==> src/rtl/hellorld_rx.sv <==
// hellorld_rx: 8N1 UART receiver for the "Hellorld!\r\n" loopback path, with optional message matcher.
// Latency: 2-flop synchronizer, then rx_valid/rx_frame_err one clock after the mid-stop-bit sample edge.
// Backpressure: none; each byte is a one-cycle strobe and must be consumed on the cycle rx_valid is high.
//
// Ports:
//   wb_clk_i        sole clock, rising edge
//   rst_n           asynchronous active-low reset
//   rx_in           serial line, asynchronous, idle high
//   custom_settings bit-period divisor D (one bit = D+1 clocks, D >= 3, stable during a frame)
//   rx_data         last good byte, LSB first on the wire
//   rx_valid        one-cycle pulse when rx_data updates
//   rx_frame_err    one-cycle pulse when the stop bit samples low
//   msg_count       complete "Hellorld!\r\n" messages seen (wraps); 0 unless HELLORLD_RX_MATCH_EN is defined
//
// Build option: define HELLORLD_RX_MATCH_EN to build the message matcher and msg_count register.

module hellorld_rx (
    input  logic        wb_clk_i,
    input  logic        rst_n,
    input  logic        rx_in,
    input  logic [11:0] custom_settings,
    output logic [7:0]  rx_data,
    output logic        rx_valid,
    output logic        rx_frame_err,
    output logic [7:0]  msg_count
);

    typedef enum logic [2:0] {
        S_IDLE  = 3'd0,
        S_START = 3'd1,
        S_DATA  = 3'd2,
        S_STOP  = 3'd3,
        S_BREAK = 3'd4
    } state_t;

    state_t      state;
    state_t      state_nxt;

    logic        sync1;
    logic        rs;
    logic [11:0] baud_cnt;
    logic [2:0]  bit_idx;
    logic [7:0]  shift;

    logic        half_hit;
    logic        full_hit;
    logic        cnt_run;
    logic        cnt_clr;
    logic        bit_clr;
    logic        bit_inc;
    logic        shift_en;
    logic        good_stop;
    logic        bad_stop;

    // Two-flop synchronizer; resets to the idle (high) line level.
    always_ff @(posedge wb_clk_i or negedge rst_n) begin
        if (!rst_n) begin
            sync1 <= 1'b1;
            rs    <= 1'b1;
        end else begin
            sync1 <= rx_in;
            rs    <= sync1;
        end
    end

    // Start bit is sampled at its midpoint; every later bit one full period on,
    // so all data and stop samples also land mid-bit.
    assign half_hit = (baud_cnt == {1'b0, custom_settings[11:1]});
    assign full_hit = (baud_cnt == custom_settings);

    // FSM state register
    always_ff @(posedge wb_clk_i or negedge rst_n) begin
        if (!rst_n) begin
            state <= S_IDLE;
        end else begin
            state <= state_nxt;
        end
    end

    // FSM next-state logic
    always_comb begin
        state_nxt = state;
        case (state)
            S_IDLE:  if (!rs) state_nxt = S_START;
            S_START: if (half_hit) state_nxt = rs ? S_IDLE : S_DATA;
            S_DATA:  if (full_hit && (bit_idx == 3'd7)) state_nxt = S_STOP;
            // Returning to IDLE mid-stop-bit lets a back-to-back start bit be caught.
            S_STOP:  if (full_hit) state_nxt = rs ? S_IDLE : S_BREAK;
            // A held-low line stays here so it produces only one framing error.
            S_BREAK: if (rs) state_nxt = S_IDLE;
            default: state_nxt = S_IDLE;
        endcase
    end

    // FSM output logic: datapath controls
    always_comb begin
        cnt_run   = 1'b0;
        cnt_clr   = 1'b0;
        bit_clr   = 1'b0;
        bit_inc   = 1'b0;
        shift_en  = 1'b0;
        good_stop = 1'b0;
        bad_stop  = 1'b0;
        case (state)
            S_IDLE: begin
                cnt_clr = !rs;
            end
            S_START: begin
                cnt_run = 1'b1;
                if (half_hit) begin
                    cnt_clr = 1'b1;
                    bit_clr = !rs;
                end
            end
            S_DATA: begin
                cnt_run = 1'b1;
                if (full_hit) begin
                    cnt_clr  = 1'b1;
                    shift_en = 1'b1;
                    bit_inc  = 1'b1;
                end
            end
            S_STOP: begin
                cnt_run = 1'b1;
                if (full_hit) begin
                    cnt_clr   = 1'b1;
                    good_stop = rs;
                    bad_stop  = !rs;
                end
            end
            default: begin
                cnt_run = 1'b0;
            end
        endcase
    end

    // Datapath: bit timer, bit index, shift register and registered strobes
    always_ff @(posedge wb_clk_i or negedge rst_n) begin
        if (!rst_n) begin
            baud_cnt     <= 12'd0;
            bit_idx      <= 3'd0;
            shift        <= 8'h00;
            rx_data      <= 8'h00;
            rx_valid     <= 1'b0;
            rx_frame_err <= 1'b0;
        end else begin
            if (cnt_clr) begin
                baud_cnt <= 12'd0;
            end else if (cnt_run) begin
                baud_cnt <= baud_cnt + 12'd1;
            end

            if (bit_clr) begin
                bit_idx <= 3'd0;
            end else if (bit_inc) begin
                bit_idx <= bit_idx + 3'd1;
            end

            // LSB arrives first, so shift in from the top.
            if (shift_en) begin
                shift <= {rs, shift[7:1]};
            end

            if (good_stop) begin
                rx_data <= shift;
            end
            rx_valid     <= good_stop;
            rx_frame_err <= bad_stop;
        end
    end

`ifdef HELLORLD_RX_MATCH_EN

    logic [3:0] match_idx;
    logic [7:0] msg_cnt_q;

    function automatic logic [7:0] exp_byte(input logic [3:0] idx);
        case (idx)
            4'd0:    exp_byte = 8'h48;
            4'd1:    exp_byte = 8'h65;
            4'd2:    exp_byte = 8'h6C;
            4'd3:    exp_byte = 8'h6C;
            4'd4:    exp_byte = 8'h6F;
            4'd5:    exp_byte = 8'h72;
            4'd6:    exp_byte = 8'h6C;
            4'd7:    exp_byte = 8'h64;
            4'd8:    exp_byte = 8'h21;
            4'd9:    exp_byte = 8'h0D;
            4'd10:   exp_byte = 8'h0A;
            default: exp_byte = 8'h00;
        endcase
    endfunction

    // Runs off the registered strobes, so msg_count moves the edge after the
    // final 0x0A's rx_valid cycle. A stray 'H' restarts at index 1 because
    // it is itself the first byte of a new message.
    always_ff @(posedge wb_clk_i or negedge rst_n) begin
        if (!rst_n) begin
            match_idx <= 4'd0;
            msg_cnt_q <= 8'h00;
        end else if (rx_frame_err) begin
            match_idx <= 4'd0;
        end else if (rx_valid) begin
            if (rx_data == exp_byte(match_idx)) begin
                if (match_idx == 4'd10) begin
                    match_idx <= 4'd0;
                    msg_cnt_q <= msg_cnt_q + 8'd1;
                end else begin
                    match_idx <= match_idx + 4'd1;
                end
            end else if (rx_data == 8'h48) begin
                match_idx <= 4'd1;
            end else begin
                match_idx <= 4'd0;
            end
        end
    end

    assign msg_count = msg_cnt_q;

`else

    assign msg_count = 8'h00;

`endif

endmodule

==> config.mk <==
export PLATFORM = sky130hd
export DESIGN_NAME = hellorld_rx
export DESIGN_NICKNAME = d
export VERILOG_FILES = /design/src/rtl/hellorld_rx.sv
export SDC_FILE = /design/constraint.sdc
export NUM_CORES = 1
export LEC_CHECK = 0
export ABC_AREA = 1
export BUFFER_PORTS_ARGS = -buffer_cell sky130_fd_sc_hd__buf_4
export CORE_MARGIN = 5
export CORE_UTILIZATION = 50
export DETAILED_ROUTE_END_ITERATION = 8
export GPL_TIMING_DRIVEN = 0
export PLACE_DENSITY = 0.7
export SKIP_CTS_REPAIR_TIMING = 1
export SYNTH_ARGS = -nofsm -noshare
export SYNTH_HDL_FRONTEND = slang
export SYNTH_SLANG_ARGS = --single-unit
==> constraint.sdc <==
create_clock -name wb_clk_i -period 2.2 [get_ports wb_clk_i]
set_input_delay 0.33 -clock wb_clk_i [delete_from_list [all_inputs] [get_ports wb_clk_i]]
set_output_delay 0.33 -clock wb_clk_i [all_outputs]
set_load 0.02 [all_outputs]
==> reports/metrics.yaml, run 1 <==
net_switching_share_of_the_total_power_pct: 34.7
comb_power_share_pct: 31.1
post-route-period-util_pct: 84.3
gr-usage-all-layers_pct: 15.7
synth.top_cells.by_area: "dfrtp_1 (38%), nand2_1 (14%), inv_1 (7.9%)"
sequential_cell_area_sq_um: 953
fin_ws_ps: 345
grt-busiest-layer: "met2"
detailroute.via_count: 1877
wirelength_um: 4510
synth.mux.area_fraction_pct: 0
via_per_inst: 4.65
internal_power_mw: 1.38
worst_ir_drop_vdd_mv: 0.546
asr_flop_ratio_synth_pct: 100
min-delay-path-class: "input port to asynchronous set/reset pin"
globalRoute.totalOverflow: 0
switchingPower_mw: 0.735
detailed_place_hpwl_um: 3520
rsz_0062_raised_after_global_routing: "false"
worst_ep_required_time_ps: 2380
die_area_sq_um: 6200
core_region_area_sq_um: 4660
avgRoutedWirePerCell_um: 11.2
p_seq_share_pct: 40.4
number_of_nets_with_antenna_violations_after_detailed_routing: 0
clock-root-buffer: "clkbuf_8"
synthTopCellsByCount: "nand2_1 (87), inv_1 (50), dfrtp_1 (36), nor2_1 (36), nand3_1 (16)"
critical_path_peak_fanout: 10
tritoncts: "yes"
critical_path_class: "flip-flop to flip-flop"
finalClockSkew_ps: 7.71
worst-endpoint-arrival_ps: 2040
grt_pass1_wl_um: 7800
numCtsBuffers: 5
yosysUniqueCellTypes: 29
synth_xor_area_share_pct: 7.35
die-width_um: 78.8
rows: 25
grt_start_max_net_pins: 39
violations_in_the_final_reports: "hold timing"
ctsLongestPathBuffers: 2
flow.area_growth_from_synthesis_pct: 16.5
synth-simple-area-share_pct: 31.1
synthMostInstantiatedCell: "nand2_1"
initial_utilization_pct: 50.7
count_of_input_and_output_buffers: 24
boundaryPins: 33
synth-edff-count: 0
clock_power_share_pct: 28.5
die_height_um: 78.8
final-setup-viol-count: 0
setup.worst_path.start_class: "flip-flop"
fillCellCount: 446
cts_num_sinks: 38
post_synth.cell_area_avg_sq_um: 7.60
max_stage_delay_ps: 360
crit_path_max_delay_family: "simple AND/OR/NAND/NOR gates"
drt-pass1-iter-count: 4
power.leakage_nw: 1.45
final_max_slew_viol_count: 0
synth-seq-cells: 38
first_global_vias: 1771
yosys_most_used_dff: "dfrtp_1"
timing.critical_path.buf_inv: 2
multiInputGateArea_sq_um: 1130
synth_top_cell_by_area: "dfrtp_1"
complex_gate_fraction_of_the_synthesized_area_pct: 6.51
number_of_violations_of_the_max_capacitance_limit: 0
max_freq_mhz: 539
synth_warnings: 0
synth.yosys.seq_area_share_pct: 40.3
layout-drive-gt1-share_pct: 21.1
htreeDepth: 2
final.setup.tns_ps: 0
cp_cell_sequence: "clkbuf_2 > xnor2_1 > nand2_1 > nor2_4 > nand3_4 > buf_6 > nand2_2 > o21ai_2"
slew_headroom_pct: 54.7
fin_crit_ps: 1850
global_route_met2_usage_pct: 23.9
n_antenna_cell: 0
mappedNetlistArea_sq_um: 2360
worst_skew_pair.late_latency_ps: 290
design_power_total_mw: 2.12
finalHoldViolCount: 8
finalWeightedCongestion: 0.811
post-route-drc-count: 0
power.density_cell_area_nw_per_um2: 769
worst_setup_slack_after_placement_ps: 375
global_route.usage.met1_pct: 22.2
share_of_the_core_filled_with_cells_in_the_final_layout_pct: 59.1
synthesis.instances: 311
number_of_drc_violations_after_detailed_routing_iteration_0: 99
worst_pin_slew_ps: 673
antenna_violations_before_repair: 0
slowest_stage: "dfrtp_1"
critPathCaptureType: "flip-flop"
hold_ws_ps: -5.82
synth_top_family_by_area: "simple AND/OR/NAND/NOR gates"
clk_transition_reported_paths_ps: 80
status: "complete, but fails checks"
gr-usage-met3_pct: 3.17
post-synth-top-area-fraction_pct: 38.1
yosys.area_share.adder_pct: 1.59
nets: 367
## flip-flops by register name (all words and copies together) (netlist names)
register	flops
rx_valid	1
rx_data	8
sync1	1
rx_frame_err	1
bit_idx	3
baud_cnt	12
state	3
shift	8
rs	1
## logic make-up (layout without fill, tap and decap cells)
family | count (synthesis) | count (layout)
fa+ha+maj | 3 | 3
flops | 38 | 38
compound gates | 21 | 21
other cells | 1 | 8
xor+xnor | 19 | 19
simple gates | 163 | 163
buf+inv | 66 | 98
## final timing paths
check	from	to	slack, ps	cells past startpoint
setup / recovery	baud_cnt[2]	shift[5]	350	8
hold / removal	rst_n	rx_data[1]	-6	1
setup reg to reg	baud_cnt[2]	shift[5]	350	8
hold reg to reg	sync1	rs	360	0
max in group asynchronous	rst_n	rs	1850	1
min in group wb_clk_i	rx_in	sync1	160	1
## layout by cell type (no fill, tap or decap), types with 3 or more instances in the layout
cell type  instances
buf_4             33
buf_6              3
clkbuf_8           6
conb_1             8
dfrtp_1           36
ha_1               3
inv_1             50
nand2_1           87
nand2_2            3
nand3_1           16
nand4_1           10
nor2_1            36
o21ai_0            5
o21ai_2           13
xnor2_1            9
xor2_1             9
## power by group through the flow
stage                     registers (mW)  clock network [mW]  logic [mW]
final                              0.857               0.603       0.659
after global routing               0.869               0.656       0.753
after CTS                          0.856               0.622       0.662
after detailed placement           0.868                   0       0.657
after global placement             0.867                   0       0.644
after floorplan                    0.845                   0       0.519
## worst register-to-register path: stages, from the launching register on
cell and delay [ps]:
dfrtp_1 360, clkbuf_2 150, xnor2_1 340, nand2_1 150, nor2_4 260, nand3_4 190, buf_6 200, nand2_2 70
o21ai_2 50
## cell type report
cell class,instances,area share (%)
Clock inverter,1,1.09
Multi-Input combinational cell,214,41.1
Inverter,52,7.08
Buffer,14,4.04
Clock buffer,7,3.13
Timing Repair Buffer,24,6.54
Sequential cell,38,34.6
Tap cell,54,2.45
## stage by stage
stage | instances | hold slack [ps] | area [sq um]
finish | 404 | -5.82 | 2760
global route | 404 | 32.2 | 2760
CTS | 404 | 8.67 | 2760
detailed placement | 396 | 326 | 2640
global placement | 396 | 323 | 2640
floorplan | 318 | 34.4 | 2390
## layer usage
metal  wire [um]  up-vias  part of all wire (%)
met5           0        -                     0
met4          31        0                  0.69
met3         147        4                   3.3
met2        2120       25                    47
met1        2210      837                    49
li1            -     1011                     -
(Power assumes the default switching activity.)
==> inputs of run 2 (changes only) <==
- PLACE_DENSITY: 0.7 -> 0.73
- clock period: 2.2 -> 1.6 ns (I/O delays scaled with it)
==> reports/metrics.yaml, run 2 (synthesis results as in run 1) <==
status: "complete, but fails checks"
violations_in_the_final_reports: "setup timing"
clock-root-buffer: "clkbuf_8"
final_max_slew_viol_count: 0
detailroute.via_count: 2091
critical_path_peak_fanout: 8
cp_cell_sequence: "nand2_2 > and2_4 > nand4_4 > nor2_4 > nand3_4 > buf_6 > nand2_2 > o21ai_2"
number_of_drc_violations_after_detailed_routing_iteration_0: 133
final_cell_count_no_fill: 416
worstReg2RegEnd: "shift[1]"
top_register: "baud_cnt"
die-width_um: 78.8
reg_top3: "baud_cnt (12), rx_data (8), shift (8)"
number_of_violations_of_the_max_capacitance_limit: 0
boundaryPins: 33
first_global_vias: 1858
clk_transition_reported_paths_ps: 80
endpoint: "shift[1]"
final-setup-viol-count: 22
number_of_nets_with_antenna_violations_after_detailed_routing: 0
ctsLongestPathBuffers: 2
min-delay-path-class: "input port to flip-flop"
gr-usage-all-layers_pct: 16.2
wirelength_um: 5310
largest_reg_flops: 12
post-route-period-util_pct: 105
core_region_area_sq_um: 4660
worst_ir_drop_vdd_mv: 0.668
power.density_cell_area_nw_per_um2: 1020
die_height_um: 78.8
detailed_place_hpwl_um: 3510
finalClockSkew_ps: 7.42
post-route-drc-count: 0
critPathCaptureType: "flip-flop"
reg2reg_slack_ps: -80
slowest_stage: "dfrtp_2"
grt_pass1_wl_um: 8170
rsz_0062_raised_after_global_routing: "true"
final.setup.tns_ps: -708
finalHoldViolCount: 0
cts_num_sinks: 38
finalWeightedCongestion: 0.865
globalRoute.totalOverflow: 0
worst-endpoint-arrival_ps: 1870
post-place-cells: 396
fin_crit_ps: 1680
path_common_cell: "nand2_2"
fin_ws_ps: -83.7
power.leakage_nw: 1.57
worst_skew_pair.late_latency_ps: 290
worstRegToRegCells: 8
startpoint: "baud_cnt[0]"
avgRoutedWirePerCell_um: 12.8
worst_ep_required_time_ps: 1780
die_area_sq_um: 6200
n_antenna_cell: 0
layout-drive-gt1-share_pct: 34.0
flow.area_growth_from_synthesis_pct: 30.8
drt-pass1-iter-count: 4
numCtsBuffers: 5
htreeDepth: 2
tritoncts: "yes"
via_per_inst: 5.03
max_freq_mhz: 594
max_stage_delay_ps: 490
hold_ws_ps: 59.2
nets: 379
source_of_the_worst_register_to_register_timing_path: "baud_cnt[0]"
setup.worst_path.start_class: "flip-flop"
critical_path_class: "flip-flop to flip-flop"
share_of_the_core_filled_with_cells_in_the_final_layout_pct: 66.4
initial_utilization_pct: 50.7
layout.cells.most_common_list: "nand2_1 (71), inv_1 (48), buf_4 (39)"
rows: 25
commonest_non_fill_non_tap_cell_in_the_layout: "nand2_1"
design_power_total_mw: 3.16
antenna_violations_before_repair: 0
holdPathStages: 1
grt_start_max_net_pins: 39
count_of_input_and_output_buffers: 24
run 2: changes by cell type in the layout (fill, tap and decap cells not counted), sizes merged:
cell	change
buf	+10
dlygate4sd3	+1
clkbuf	+1
run 2: critical path: cells and delay by family (launching register included):
kind	cells	cell delay, ps
buffers and inverters	1	190
DFF	1	490
and+or+nand+nor	6	850
AOI/OAI and AO/OA	1	50
run 2: routing by layer:
| metal | part of all wire [%] | global-route usage, % | vias to the layer above |
|---|---|---|---|
| met1 | 43 | 21.5 | 1000 |
| met4 | 0.89 | 4.02 | 0 |
| met3 | 4.3 | 3.63 | 9 |
| met5 | 0 | 0 | - |
| li1 | - | - | 1036 |
| met2 | 52 | 27.0 | 46 |
run 2: area by class of cell:
cell class	instances	area, sq um
fill	372	1570
multi-input combinational	214	1310
sequential	38	957
timing repair buffer	37	327
inverter	52	195
buffer	13	123
clock buffer	7	86.3
tap	54	67.6
clock inverter	1	30.0
run 2: worst min path at each step:
stage	from	to	slack, ps
finish	rx_in	sync1	60
global route	rx_in	sync1	40
CTS	rst_n	rx_data[2]	-70
detailed placement	rst_n	state[0]	240
global placement	rst_n	bit_idx[2]	230
floorplan	rst_n	baud_cnt[0]	-60
run 2: where the power goes:
group | total (mW) | switching, mW | leakage [nW] | internal [mW]
registers | 1.22 | 0.157 | 0.492 | 1.06
logic | 1.10 | 0.648 | 1.02 | 0.454
clock network | 0.840 | 0.332 | 0.0585 | 0.508
run 2: through the flow:
| stage | instance area, sq um | setup WS, ps |
|---|---|---|
| 2_1_floorplan | 2390 | 74.8 |
| 3_3_place_gp | 2640 | -181 |
| 3_5_place_dp | 2640 | -187 |
| 4_1_cts | 2760 | -207 |
| 5_1_grt | 3090 | -174 |
| 6_report | 3090 | -83.7 |
